**config.mk**
```make
export PLATFORM = sky130hd
export DESIGN_NAME = cpu_bus_rx
export DESIGN_NICKNAME = d
export VERILOG_FILES = /design/src/rtl/cpu_bus_rx_pkg.sv /design/src/rtl/cpu_bus_rx_sync2.sv /design/src/rtl/cpu_bus_rx.sv
export SDC_FILE = /design/constraint.sdc
export NUM_CORES = 1
export LEC_CHECK = 0
export ABC_AREA = 0
export ABC_CLOCK_PERIOD_IN_PS = 2150
export BUFFER_PORTS_ARGS = -buffer_cell sky130_fd_sc_hd__buf_2
export CAP_MARGIN = 5
export CORE_UTILIZATION = 34
export DETAILED_ROUTE_END_ITERATION = 10
export GPL_TIMING_DRIVEN = 0
export PLACE_DENSITY_LB_ADDON = 0.05
export SLEW_MARGIN = 20
export SYNTH_ARGS = -nofsm -noshare
export SYNTH_HDL_FRONTEND = slang
export SYNTH_HIERARCHICAL = 1
export SYNTH_SLANG_ARGS = --single-unit
export TNS_END_PERCENT = 100
```
**constraint.sdc**
```tcl
create_clock -name clk -period 2.15 [get_ports clk]
set_clock_uncertainty 0.05 [all_clocks]
set_input_delay 0.215 -clock clk [delete_from_list [all_inputs] [get_ports clk]]
set_output_delay 0.215 -clock clk [all_outputs]
set_load 0.02 [all_outputs]
```
**src/rtl/cpu_bus_rx_pkg.sv**
```systemverilog
// Shared types and defaults for the NES CPU bus receiver and the mapper hub.
package cpu_bus_rx_pkg;

  typedef enum logic [1:0] {
    CPU_IDLE  = 2'd0,
    CPU_PHASE = 2'd1,
    CPU_HOLD  = 2'd2
  } cpu_state_e;

  localparam int WE_DLY_DEF  = 4;
  localparam int IDLE_TO_DEF = 96;
  localparam int SYNC_W      = 26;

  typedef struct packed {
    logic [15:0] cpu_addr;
    logic [7:0]  cpu_dat;
    logic        cpu_we;
    logic        cpu_oe;
    logic        m2_rise;
    logic        m2_fall;
    logic        cpu_halt;
  } map_in_t;

  typedef struct packed {
    logic [7:0] cpu_dout;
    logic       cpu_doe;
    logic       irq_n;
  } map_out_t;

endpackage

```
**src/rtl/cpu_bus_rx_sync2.sv**
```systemverilog
// Parameterised-width two-flop synchroniser with async active-low reset.
module cpu_bus_rx_sync2 #(
  parameter int W = 1
) (
  input  logic         clk,
  input  logic         rst_n,
  input  logic [W-1:0] d_i,
  output logic [W-1:0] q_o
);

  logic [W-1:0] meta_q;
  logic [W-1:0] sync_q;

  always_ff @(posedge clk or negedge rst_n) begin
    if (!rst_n) begin
      meta_q <= '0;
      sync_q <= '0;
    end else begin
      meta_q <= d_i;
      sync_q <= meta_q;
    end
  end

  assign q_o = sync_q;

endmodule

```
**src/rtl/cpu_bus_rx.sv**
```systemverilog
// NES CPU cartridge bus receiver: synchronises the raw bus and emits per-cycle
// write/read events, M2 edge pulses and an M2-idle halt flag.
//   CPU_IDLE  | waiting for an armed M2 rise
//   CPU_PHASE | counting system clocks towards the sample point
//   CPU_HOLD  | sample taken, waiting for M2 fall
module cpu_bus_rx
  import cpu_bus_rx_pkg::*;
#(
  parameter int WE_DLY  = WE_DLY_DEF,
  parameter int IDLE_TO = IDLE_TO_DEF
) (
  input  logic        clk,
  input  logic        rst_n,
  input  logic        m2_i,
  input  logic        cpu_rw_i,
  input  logic        cpu_romsel_n_i,
  input  logic [14:0] cpu_addr_i,
  input  logic [7:0]  cpu_dat_i,
  output logic [15:0] bus_addr_o,
  output logic [7:0]  bus_dat_o,
  output logic        bus_we_o,
  output logic        bus_oe_o,
  output logic        m2_rise_o,
  output logic        m2_fall_o,
  output logic        cpu_halt_o
);

  logic [SYNC_W-1:0] sync_w;
  logic              m2_s, rw_s, romsel_n_s;
  logic [14:0]       addr_s;
  logic [7:0]        dat_s;

  cpu_bus_rx_sync2 #(.W(SYNC_W)) u_sync (
    .clk   (clk),
    .rst_n (rst_n),
    .d_i   ({m2_i, cpu_rw_i, cpu_romsel_n_i, cpu_addr_i, cpu_dat_i}),
    .q_o   (sync_w)
  );

  assign m2_s       = sync_w[25];
  assign rw_s       = sync_w[24];
  assign romsel_n_s = sync_w[23];
  assign addr_s     = sync_w[22:8];
  assign dat_s      = sync_w[7:0];

  cpu_state_e  state_q, state_d;
  logic [3:0]  phase_cnt_q, phase_cnt_d;
  logic [7:0]  idle_cnt_q, idle_cnt_d;
  logic [1:0]  fill_q, fill_d;
  logic        m2_d_q;
  logic        armed_q, armed_d;
  logic        rise_q, rise_d, fall_q, fall_d;
  logic        we_q, we_d, oe_q, oe_d, halt_q, halt_d;
  logic [15:0] addr_q, addr_d;
  logic [7:0]  dat_q, dat_d;
  logic        sample;

  always_ff @(posedge clk or negedge rst_n) begin
    if (!rst_n) begin
      state_q     <= CPU_IDLE;
      phase_cnt_q <= '0;
      idle_cnt_q  <= '0;
      fill_q      <= '0;
      m2_d_q      <= 1'b0;
      armed_q     <= 1'b0;
      rise_q      <= 1'b0;
      fall_q      <= 1'b0;
      we_q        <= 1'b0;
      oe_q        <= 1'b0;
      halt_q      <= 1'b1;
      addr_q      <= '0;
      dat_q       <= '0;
    end else begin
      state_q     <= state_d;
      phase_cnt_q <= phase_cnt_d;
      idle_cnt_q  <= idle_cnt_d;
      fill_q      <= fill_d;
      m2_d_q      <= m2_s;
      armed_q     <= armed_d;
      rise_q      <= rise_d;
      fall_q      <= fall_d;
      we_q        <= we_d;
      oe_q        <= oe_d;
      halt_q      <= halt_d;
      addr_q      <= addr_d;
      dat_q       <= dat_d;
    end
  end

  always_comb begin
    // The synchroniser only reflects the pin after two clocks out of reset, so
    // arming waits for it to fill and then for M2 to be seen low once.
    fill_d      = {fill_q[0], 1'b1};
    armed_d     = armed_q | (fill_q[1] & ~m2_s);
    rise_d      = armed_q & m2_s & ~m2_d_q;
    fall_d      = m2_d_q & ~m2_s;
    idle_cnt_d  = rise_d ? 8'd0 : ((idle_cnt_q == 8'hFF) ? 8'hFF : idle_cnt_q + 8'd1);
    halt_d      = ~rise_d & (halt_q | (idle_cnt_d == 8'(IDLE_TO)));
    state_d     = state_q;
    phase_cnt_d = phase_cnt_q;
    we_d        = 1'b0;
    oe_d        = oe_q;
    addr_d      = addr_q;
    dat_d       = dat_q;
    sample      = 1'b0;

    case (state_q)
      CPU_IDLE: begin
        if (rise_q) begin
          phase_cnt_d = 4'd1;
          state_d     = CPU_PHASE;
          sample      = (WE_DLY == 1) & m2_s;
        end
      end
      CPU_PHASE: begin
        phase_cnt_d = phase_cnt_q + 4'd1;
        // Requiring M2 still high at the sample point rejects runt phases.
        if (fall_d) begin
          state_d = CPU_IDLE;
        end else if (m2_s && ({1'b0, phase_cnt_q} + 5'd1 == 5'(WE_DLY))) begin
          sample = 1'b1;
        end
      end
      CPU_HOLD: begin
        if (fall_d) begin
          oe_d    = 1'b0;
          state_d = CPU_IDLE;
        end
      end
      default: state_d = CPU_IDLE;
    endcase

    if (sample) begin
      state_d = CPU_HOLD;
      addr_d  = {~romsel_n_s, addr_s};
      dat_d   = dat_s;
      we_d    = ~rw_s;
      oe_d    = rw_s;
    end
  end

  assign bus_addr_o = addr_q;
  assign bus_dat_o  = dat_q;
  assign bus_we_o   = we_q;
  assign bus_oe_o   = oe_q;
  assign m2_rise_o  = rise_q;
  assign m2_fall_o  = fall_q;
  assign cpu_halt_o = halt_q;

endmodule

```
==> summary.md <==
| Metric | Value |
|---|---|
| Synth Register Bits | `99` |
| Synth Net Count | `246` |
| Die outline width | `roughly 100 µm` |
| Worst slack, placed | `0.258 ns` |
| Post-Syn Instances | `212` |
| Initial core utilization | `35.0%` |
| Leakage power | `2.15 nW` |
| Worst-skew pair later-pin latency | `0.35 ns` |
| EDFF count, synth | `0` |
| Initial antenna violation count | `0` |
| Top FF cell, synth | `dfrtp_1` |
| Post-synthesis sequential area ratio | `72.8%` |
| Num CTS Buffers | `9` |
| Worst-margin pin slew | `around 0.67 ns` |
| WL final | `5570 µm` |
| Worst-path fanout max | `10` |
| Status | `finished clean` |
| Synthesized area | `3410 µm²` |
| RSZ-0062 raised after global routing | `no` |
| Fin crit share | `between 80 and 90%` |
| Avg Cell Area, Syn | `between 15 and 20 µm²` |
| Min-delay worst type | `input pin to async pin` |
| Row count | `36` |
| Max-cap viol count | `0` |
| HPWL Detailed | `3470 µm` |
| Final setup fails | `0` |
| Antenna diode count | `0` |
| Distinct cells, synth | `39` |
| # clock sinks | `99` |
| Routed wire per std cell | `12.6 µm` |
| Core footprint | `9730 µm²` |
| Fmax | `532 MHz` |
| Hold Vio Cnt, Final | `0` |
| Largest net degree at the start of global routing | `54` |
| Port buffer count | `56` |
| DR pass1 iterations | `4` |
| Root Driver | `clkbuf_8` |
| CP Data Required Time | `between 2 and 2.5 ns` |
| Area grow syn2layout | `27.2%` |
| Vias in the first global route | `1855` |
| Final worst slack | `0.270 ns` |
| Pins Over Slew Limit | `0` |
| GRT Util Overall | `12.0%` |
| H-tree levels | `3` |
| Worst IR drop on VDD | `0.615 mV` |
| WP data arrival | `approximately 2.1 ns` |
| Overall Power | `4.82 mW` |
| Synth top area cells | `dfrtp_1, mux2_4, mux2_2` |
| CTS tree | `done` |
| Via/cell ratio | `4.36` |
| Top cell type's share of synthesized area | `72.0%` |
| CP Capture Type | `flop` |
| Hold slack | `0.296 ns` |
| Via Count | `approximately 1.9k` |
| Crit start category | `flop` |
| Drt first-iter violations | `69` |
| PwrDens | `1110 nW/µm²` |
| IO Pins | `57` |
| Share of layout cells above drive strength 1 | `33.0%` |
| Asr flop ratio synth | `100%` |
| Relative slew slack | `55.3%` |
| Die area | `10400 µm²` |
| GPL Wtd Cong | `0.728` |
| Post-DRT Antenna Nets | `0` |
| # nets final | `around 340` |
| DIE HEIGHT | `102 µm` |
| Fin crit period | `1.88 ns` |
| Clock Path Buffers | `2` |
| Area leader, netlist | `dfrtp_1` |
| Synthesis Warnings | `6` |
| Setup Buffers After CTS | `0` |
| Grt ovf | `0` |
| WS Path Type | `flop to flop` |
| # DRC | `0` |
| Worst-path clk slew | `0.09 ns` |
| First-pass GRT wire length | `between 9000 and 10000 µm` |
[Yosys cell counts (4+ instances only)]
| cell type | n |
|---|---|
| nand2_1 | 6 |
| a31oi_1 | 4 |
| ha_1 | 6 |
| mux2_2 | 7 |
| dfrtp_1 | 98 |
| xnor2_1 | 5 |
| nand3_1 | 7 |
| mux2_4 | 16 |
| inv_1 | 7 |
| o21ai_0 | 6 |
| a21oi_1 | 9 |
[worst max-delay path, stage by stage (launching register included)]
cell	delay, ns
dfrtp_1	0.43
ha_1	0.26
xnor2_1	0.26
nor2_4	0.08
nand2_4	0.16
buf_6	0.21
mux2_4	0.31
[worst paths after layout]
| check | cells past startpoint | slack, ns | end | start |
|---|---|---|---|---|
| max reg2reg | 6 | 0.27 | bus_dat_o[1] | phase_cnt_q[0] |
| min | 2 | 0.30 | idle_cnt_q[7] | rst_n |
| min reg2reg | 0 | 0.30 | u_sync/q_o[6] | u_sync/meta_q[6] |
| max in group asynchronous | 3 | 1.15 | bus_dat_o[5] | rst_n |
| min in group clk | 0 | 0.30 | u_sync/q_o[6] | u_sync/meta_q[6] |
| max | 6 | 0.27 | bus_dat_o[1] | phase_cnt_q[0] |
[area by class of cell]
type	instances	area, µm²
clock inverters	4	52.6
clock buffers	9	124
multi-input cells	101	865
fillers	919	5400
repair buffers	84	584
well taps	133	166
plain buffers	5	37.5
inverters	7	26.3
flip-flops and latches	99	2480
[sequential cells by signal, indices dropped and copies added (netlist names), 2 cells and up]
name,cells
phase_cnt_q,4
idle_cnt_q,8
fill_q,2
state_q,2
u_sync/q_o,26
bus_addr_o,16
u_sync/meta_q,26
bus_dat_o,8
[stage by stage]
step	util [%]	setup TNS [ns]	area, µm²	cells
4_1_cts	44.5	0	4330	442
3_5_place_dp	40.0	0	3890	402
6_report	44.5	0	4330	442
5_1_grt	44.5	0	4330	442
3_3_place_gp	39.6	-24.61	3850	401
2_1_floorplan	-	0	3410	212
[cells in the final DEF (no fill, tap or decap), drive strengths merged, types with 5 or more instances in the layout]
cell / instances
buf: 62
clkbuf: 9
inv: 8
xnor2: 5
dlygate4sd3: 27
o21ai: 7
a21oi: 9
nand3: 7
nand2: 7
mux2: 25
ha: 6
dfrtp: 98
[power breakdown]
part	internal, mW	leakage [nW]	switching [mW]
sequential	2.20	1.23	0.194
clock	0.523	0.0914	0.590
combinational	0.609	0.828	0.704
total	3.33	2.15	1.49
[logic make-up after synthesis]
group           after synthesis  synth area share [%]
flops                        99                  72.8
simple gates                 33                  5.66
compound gates               28                  5.07
mux                          26                  10.3
buf+inv                      12                  1.87
xor+xnor                      7                  2.02
fa+ha+maj                     6                  2.20
other cells                   1                 0.110
[routing by layer]
| metal | up-vias | global-route usage [%] | part of all wire (%) |
|---|---|---|---|
| li1 | 909 | - | - |
| met3 | 7 | 4.65 | 4.7 |
| met2 | 42 | 17.7 | 47 |
| met5 | - | 0 | 0 |
| met4 | 0 | 5.27 | 1.8 |
| met1 | 969 | 15.9 | 47 |
[timing repair]
action,CTS,global route
endpoints found under the hold margin,71,0
hold buffers,27,0
gates resized for setup,0,0
setup endpoints to repair,0,0
No activity file was read; power rests on OpenSTA's default activity.
